==> src/rtl/instr_fetch.sv <==
// Instruction fetch stage for the WISC-15 pipeline.
// Owns the PC and the IF/ID register. It also handles stall, flush/redirect, HLT and the fetch counter.
module instr_fetch #(
    parameter logic [15:0] RESET_PC  = 16'h0000,
    parameter logic [3:0]  HLT_OP    = 4'hF,
    parameter logic [15:0] NOP_INSTR = 16'h0000
) (
    input  logic        clk,
    input  logic        rst,
    input  logic        stall,
    input  logic        flush,
    input  logic [15:0] br_tgt,
    output logic [15:0] im_addr,
    output logic        im_rd_en,
    input  logic [15:0] im_instr,
    output logic [15:0] pc,
    output logic [15:0] if_id_instr,
    output logic [15:0] if_id_pc_plus1,
    output logic        if_id_valid,
    output logic        halted,
    output logic [15:0] fetch_cnt
);

    typedef enum logic {RUN, HALTED} state_t;

    state_t      state_q, state_d;
    logic [15:0] pc_q, pc_d;
    logic [15:0] instr_q, instr_d;
    logic [15:0] pcp1_q, pcp1_d;
    logic        valid_q, valid_d;
    logic [15:0] cnt_q, cnt_d;

    always_ff @(posedge clk) begin
        if (rst) begin
            state_q <= RUN;
            pc_q    <= RESET_PC;
            instr_q <= NOP_INSTR;
            pcp1_q  <= '0;
            valid_q <= 1'b0;
            cnt_q   <= '0;
        end else begin
            state_q <= state_d;
            pc_q    <= pc_d;
            instr_q <= instr_d;
            pcp1_q  <= pcp1_d;
            valid_q <= valid_d;
            cnt_q   <= cnt_d;
        end
    end

    // Priority: flush > stall > HLT detect > normal advance. Reset is handled in the register process.
    always_comb begin
        state_d = state_q;
        pc_d    = pc_q;
        instr_d = instr_q;
        pcp1_d  = pcp1_q;
        valid_d = valid_q;
        cnt_d   = cnt_q;
        if (flush) begin
            pc_d    = br_tgt;
            instr_d = NOP_INSTR;
            valid_d = 1'b0;
            state_d = RUN;
        end else if (stall) begin
            // hold everything
        end else if (state_q == RUN) begin
            instr_d = im_instr;
            pcp1_d  = pc_q + 16'd1;
            valid_d = 1'b1;
            if (cnt_q != '1) cnt_d = cnt_q + 16'd1;
            if (im_instr[15:12] == HLT_OP) begin
                state_d = HALTED;
            end else begin
                pc_d = pc_q + 16'd1;
            end
        end else begin
            instr_d = NOP_INSTR;
            valid_d = 1'b0;
        end
    end

    assign im_rd_en       = (state_q == RUN) & ~stall & ~rst;
    assign im_addr        = pc_q;
    assign pc             = pc_q;
    assign if_id_instr    = instr_q;
    assign if_id_pc_plus1 = pcp1_q;
    assign if_id_valid    = valid_q;
    assign halted         = (state_q == HALTED);
    assign fetch_cnt      = cnt_q;

endmodule

==> config.mk <==
export PLATFORM = sky130hd
export DESIGN_NAME = instr_fetch
export DESIGN_NICKNAME = d
export VERILOG_FILES = /design/src/rtl/instr_fetch.sv
export SDC_FILE = /design/constraint.sdc
export NUM_CORES = 1
export LEC_CHECK = 0
export CAP_MARGIN = 20
export CORE_ASPECT_RATIO = 0.8
export CORE_MARGIN = 2
export CORE_UTILIZATION = 46
export CTS_BUF_LIST = sky130_fd_sc_hd__clkbuf_8
export DETAILED_ROUTE_END_ITERATION = 12
export PLACE_DENSITY = 0.87
export SLEW_MARGIN = 20
export SYNTH_ARGS = -nofsm -noshare
export SYNTH_HDL_FRONTEND = slang
export SYNTH_SLANG_ARGS = --single-unit
export TNS_END_PERCENT = 20
==> constraint.sdc <==
create_clock -name clk -period 2.3 [get_ports clk]
set_clock_uncertainty 0.1 [all_clocks]
set_input_delay 0.345 -clock clk [delete_from_list [all_inputs] [get_ports clk]]
set_output_delay 0.345 -clock clk [all_outputs]
set_load 0.02 [all_outputs]
[Yosys cells after proc, flatten, opt, wreduce, memory -nomap -nowiden]
Cells that the tools add are included.
Widths: inputs -> output; s select.
Operators by class
  add/subtract/negate cells: 2
  equality and inequality tests: 5
  multiplexer cells: 8
  bitwise logic cells: 6
  reductions and logical operators: 4
Operators with widths (count)
  $mux 16: 5
  $add 16x1->16 const B: 2
  $ne 16x16->1 const B: 1
  $reduce_and 3->1: 2
  $eq 4x4->1 const B: 1
  $ne 2x2->1 const B: 2
  $not 1->1: 4
  $reduce_and 4->1: 1
  $mux 1: 3
  $and 1x1->1: 2
  $ne 2x1->1 const B: 1
  $reduce_or 2->1: 1
Word-level totals
  flip-flop bits (word level): 66
  bits of input ports: 36
  output and inout port bits: 83
  logic and storage cells: 31

[Depth between registers and ports, before layout]
  depth in word-level cells: 5
  depth in mapped cells: 6
  gate-level depth less buffers: 5

[Worst setup path before layout]
Ideal clock, no wire load.
  path kind: reg-to-reg
  from: reg pc_q[0] (netlist: im_addr[0])
  to: reg pc_q[12] (netlist: im_addr[12])
  library setup time: 0.091 ns
  arrival: 1.838 ns
  required time: 2.109 ns
  setup slack: 0.272 ns
  cell stages (with the launch flop): 7
  buffers on the path: 1
  clock period less this slack: 2.028 ns
  cells stage by stage: dfxtp_1 ha_1 and4_1 buf_4 nand4_1 or3_1 a311oi_1
Between the ends
  cells in the longest elaborated chain, start to end: 5
RTL lines
  from (decl): RTL line 27  | logic [15:0] pc_q, pc_d;
  from (signal assigned): RTL line 43  | pc_q <= pc_d;
  $add 16x1->16: RTL line 74  | pc_d = pc_q + 16'd1;
  $mux 16: RTL line 71  | if (im_instr[15:12] == HLT_OP) begin
  $mux 16: RTL line 66  | end else if (state_q == RUN) begin
  $mux 16: RTL line 64  | end else if (stall) begin
  $mux 16: RTL line 59  | if (flush) begin
Every way passes these cells. The select of a mux whose other input is x is not followed.
A chain may end at the register's enable or synchronous reset.

[Worst setup path in the final report]
  from: reg pc_q[1] (netlist: im_addr[1])
  to: reg pc_q[12] (netlist: im_addr[12])
Same word-level chain as after synthesis.

==> results.yml <==
synth:
  synth_area_leaders: "dfxtp_1 (41%), nor2_1 (6.0%), buf_4 (4.4%)"
  synth_top_area_share: 0.4090
  syn_nets: 417
  synth-async-reset-ratio: 0
  synth_edf_count: 0
  yosysSeqAreaShare: 0.4090
  ys_warn_count: 0
  ys_seq_elements: 66
  syn_area_um2: 3231
  yosysTopAreaCell: "dfxtp_1"
  avgSynthCellArea_um2: 8.524
  synth.distinct_cells: 45
  synth.most_common_cell: "dfxtp_1"
  synth_cells: 379
  synthTopCellsByCount: "dfxtp_1 (66), nor2_1 (52), nand2_1 (24)"
  synth_ff_type: "dfxtp_1"
worst_setup_path:
  start_kind: "register"
  rr_worst_depth: 5
  cp-end-kind: "register"
  arrival_ps: 2250
  path_cells: "ha_1, and4_2, nand4_1, or3_1, a311oi_1"
  critPathSlowestCell: "dfxtp_1"
  ff2ff_setup_slack_ps: 210
  worst_path_largest_cell_delay_ps: 440
  worst-path-max-fanout: 7
  r2r_end: "im_addr[12]"
  cp.required_ps: 2460
  worstSetupPathType: "reg -> reg"
  rr_startpoint: "im_addr[1]"
cts:
  cts_buffer_depth: 2
  clockRootBuffer: "clkbuf_8"
  clkSinkCount: 66
  h-tree-depth: 3
  cts_setup_buffers: 0
  path_clk_slew_ps: 80
  clk_latency_ps: 340
  cts_tree: "yes"
  numCtsBuffers: 9
cells_and_area:
  layout.nets: 528
  syn_to_final_growth_pct: 43.84
  drive_above_1_share: 0.1131
  fin_area_um2: 4647
  multi_input_area_um2: 1662
  n_antenna_cell: 0
  finish.utilization: 0.6776
  ff_latch_area_um2: 1321
  n_fill_cell: 556
sta:
  clock.fmax_mhz: 479.6
  slew_viol_final: 0
  final.min_clock_period_ps: 2085
  rsz0062_at_grt: "false"
  worst_pin_slew_ps: 611.4
  slew_headroom: 0.5887
  finalHoldViolCount: 0
  timing.final.crit_share: 0.9066
  finalSetupViolCount: 0
pwr:
  ir_drop_mv: 0.3108
  power_leakage_nw: 1.628
  power_w: 0.002632
  p_per_area_nw_per_um2: 566.5
detailed_routing:
  drt_first_iter_violations: 175
  viasPerCell: 5.648
  post_drt_wl_per_cell_um: 15.44
  via_count: 3287
  wirelength_um: 8987
  first_pass_iters: 5
  final_antenna_net_count: 0
  drc: 0
min_path:
  hold_depth: 2
  holdPathEnd: "if_id_valid"
  hp-class: "reg -> reg"
  min-delay-start: "if_id_valid"
global_route:
  use_met3: 0.06778
  antenna_found_initial: 0
  grtUsageMet1: 0.3027
  grt_use_total: 0.2304
  grt_max_degree: 46
  grt_pass1_vias: 2988
  grt_pass1_wl_um: 14390
  busiest_layer: "met2"
  met2_usage: 0.3724
  overflow: 0
placed_design:
  dp_hpwl_um: 6588
  placed_cell_area_um2: 4468
  port_buffers: 118
  routabilityCongestion: 0.9185
floorplanning:
  start_util: 0.4711
  die-area_um2: 7714
  fp.coreArea_um2: 6858
  dieHeight_um: 78.96
  io_pins: 119
  dieWidth_um: 97.70
  fp-row-count: 27
run:
  maxCapViolCount: 0
run_status:
  status: "completed"
registers in the layout, indices dropped and copies added (netlist names):
name / cells
if_id_instr: 16
halted: 1
fetch_cnt: 16
im_addr: 16
if_id_pc_plus1: 16
if_id_valid: 1
kinds of logic after synthesis:
family | count (synthesis) | share of synthesized area
xor+xnor | 15 | 0.04066
mux | 6 | 0.02053
buf+inv | 45 | 0.07862
simple gates | 152 | 0.2467
compound gates | 93 | 0.1967
flops | 66 | 0.4090
fa+ha+maj | 2 | 0.007745
metrics by stage:
step / hold slack, ps / instances / worst slack [ps] / setup TNS [ps]
2_1_floorplan: 368.8 / 379 / 271.5 / 0
6_report: 370.4 / 582 / 214.7 / 0
3_3_place_gp: 354.7 / 566 / 4.485 / 0
4_1_cts: 374.5 / 582 / 162.5 / 0
5_1_grt: 393.8 / 582 / 24.48 / 0
3_5_place_dp: 364.3 / 566 / -15.08 / -42.07
worst max path at each step:
stage	from	end	slack [ps]	depth (start not counted)
2_1_floorplan	im_addr[0]	im_addr[12]	270	6
3_3_place_gp	stall	im_rd_en	4	4
3_5_place_dp	stall	fetch_cnt[3]	-20	8
4_1_cts	im_addr[1]	im_addr[12]	160	5
5_1_grt	im_addr[1]	im_addr[12]	20	5
6_report	im_addr[1]	im_addr[12]	210	5
final cells by class:
| class | instances | share of cell area |
|---|---|---|
| flip-flops and latches | 66 | 0.2843 |
| clock buffers | 9 | 0.02666 |
| inverters | 5 | 0.004039 |
| multi-input cells | 268 | 0.3576 |
| clock inverters | 7 | 0.01185 |
| repair buffers | 140 | 0.2921 |
| well taps | 87 | 0.02342 |
cell usage in the layout (no fill, tap or decap), types with 2 or more instances in the layout:
master,n
nor4_1,3
or2_2,2
nor2b_1,5
nand3_1,15
a21oi_1,17
nor3_1,3
o311ai_0,3
a211oi_1,11
nor2_1,52
o21ai_0,19
nand4_1,11
dfxtp_1,66
a311oi_1,12
nand2_1,24
xnor2_1,4
or3_1,12
or4_1,6
or3_2,2
o21a_1,2
and4_1,3
o31ai_1,5
and3_2,2
buf_4,21
a22oi_1,16
clkdlybuf4s50_1,117
o41ai_1,4
clkbuf_8,9
inv_1,5
clkinvlp_4,5
ha_1,2
xor2_1,11
mux2_2,5
and3_1,4
critical path, delay by kind of cell (launching register included):
kind | cells | cell delay [ps]
AOI/OAI and AO/OA | 1 | 250
adders and majority gates | 1 | 260
DFF | 1 | 440
and+or+nand+nor | 3 | 960
repair_timing:
item,in CTS,in global routing
endpoints found under the setup margin,1,1
hold buffers,0,0
gates resized for setup,1,1
report_power, final:
group          internal [W]  switching (W)  total, W
Clock              0.000395       0.000484  0.000879
Combinational      0.000253       0.000253  0.000506
Sequential          0.00119      0.0000545   0.00125
per-layer routing:
layer  part of all wire  wire, µm  vias up
li1                   -         -     1609
met1               0.44      3911     1508
met2               0.47      4211      154
met3              0.079       707       16
met4              0.017       156        0
met5                  0         0        -
No activity file was read; power rests on OpenSTA's default activity.
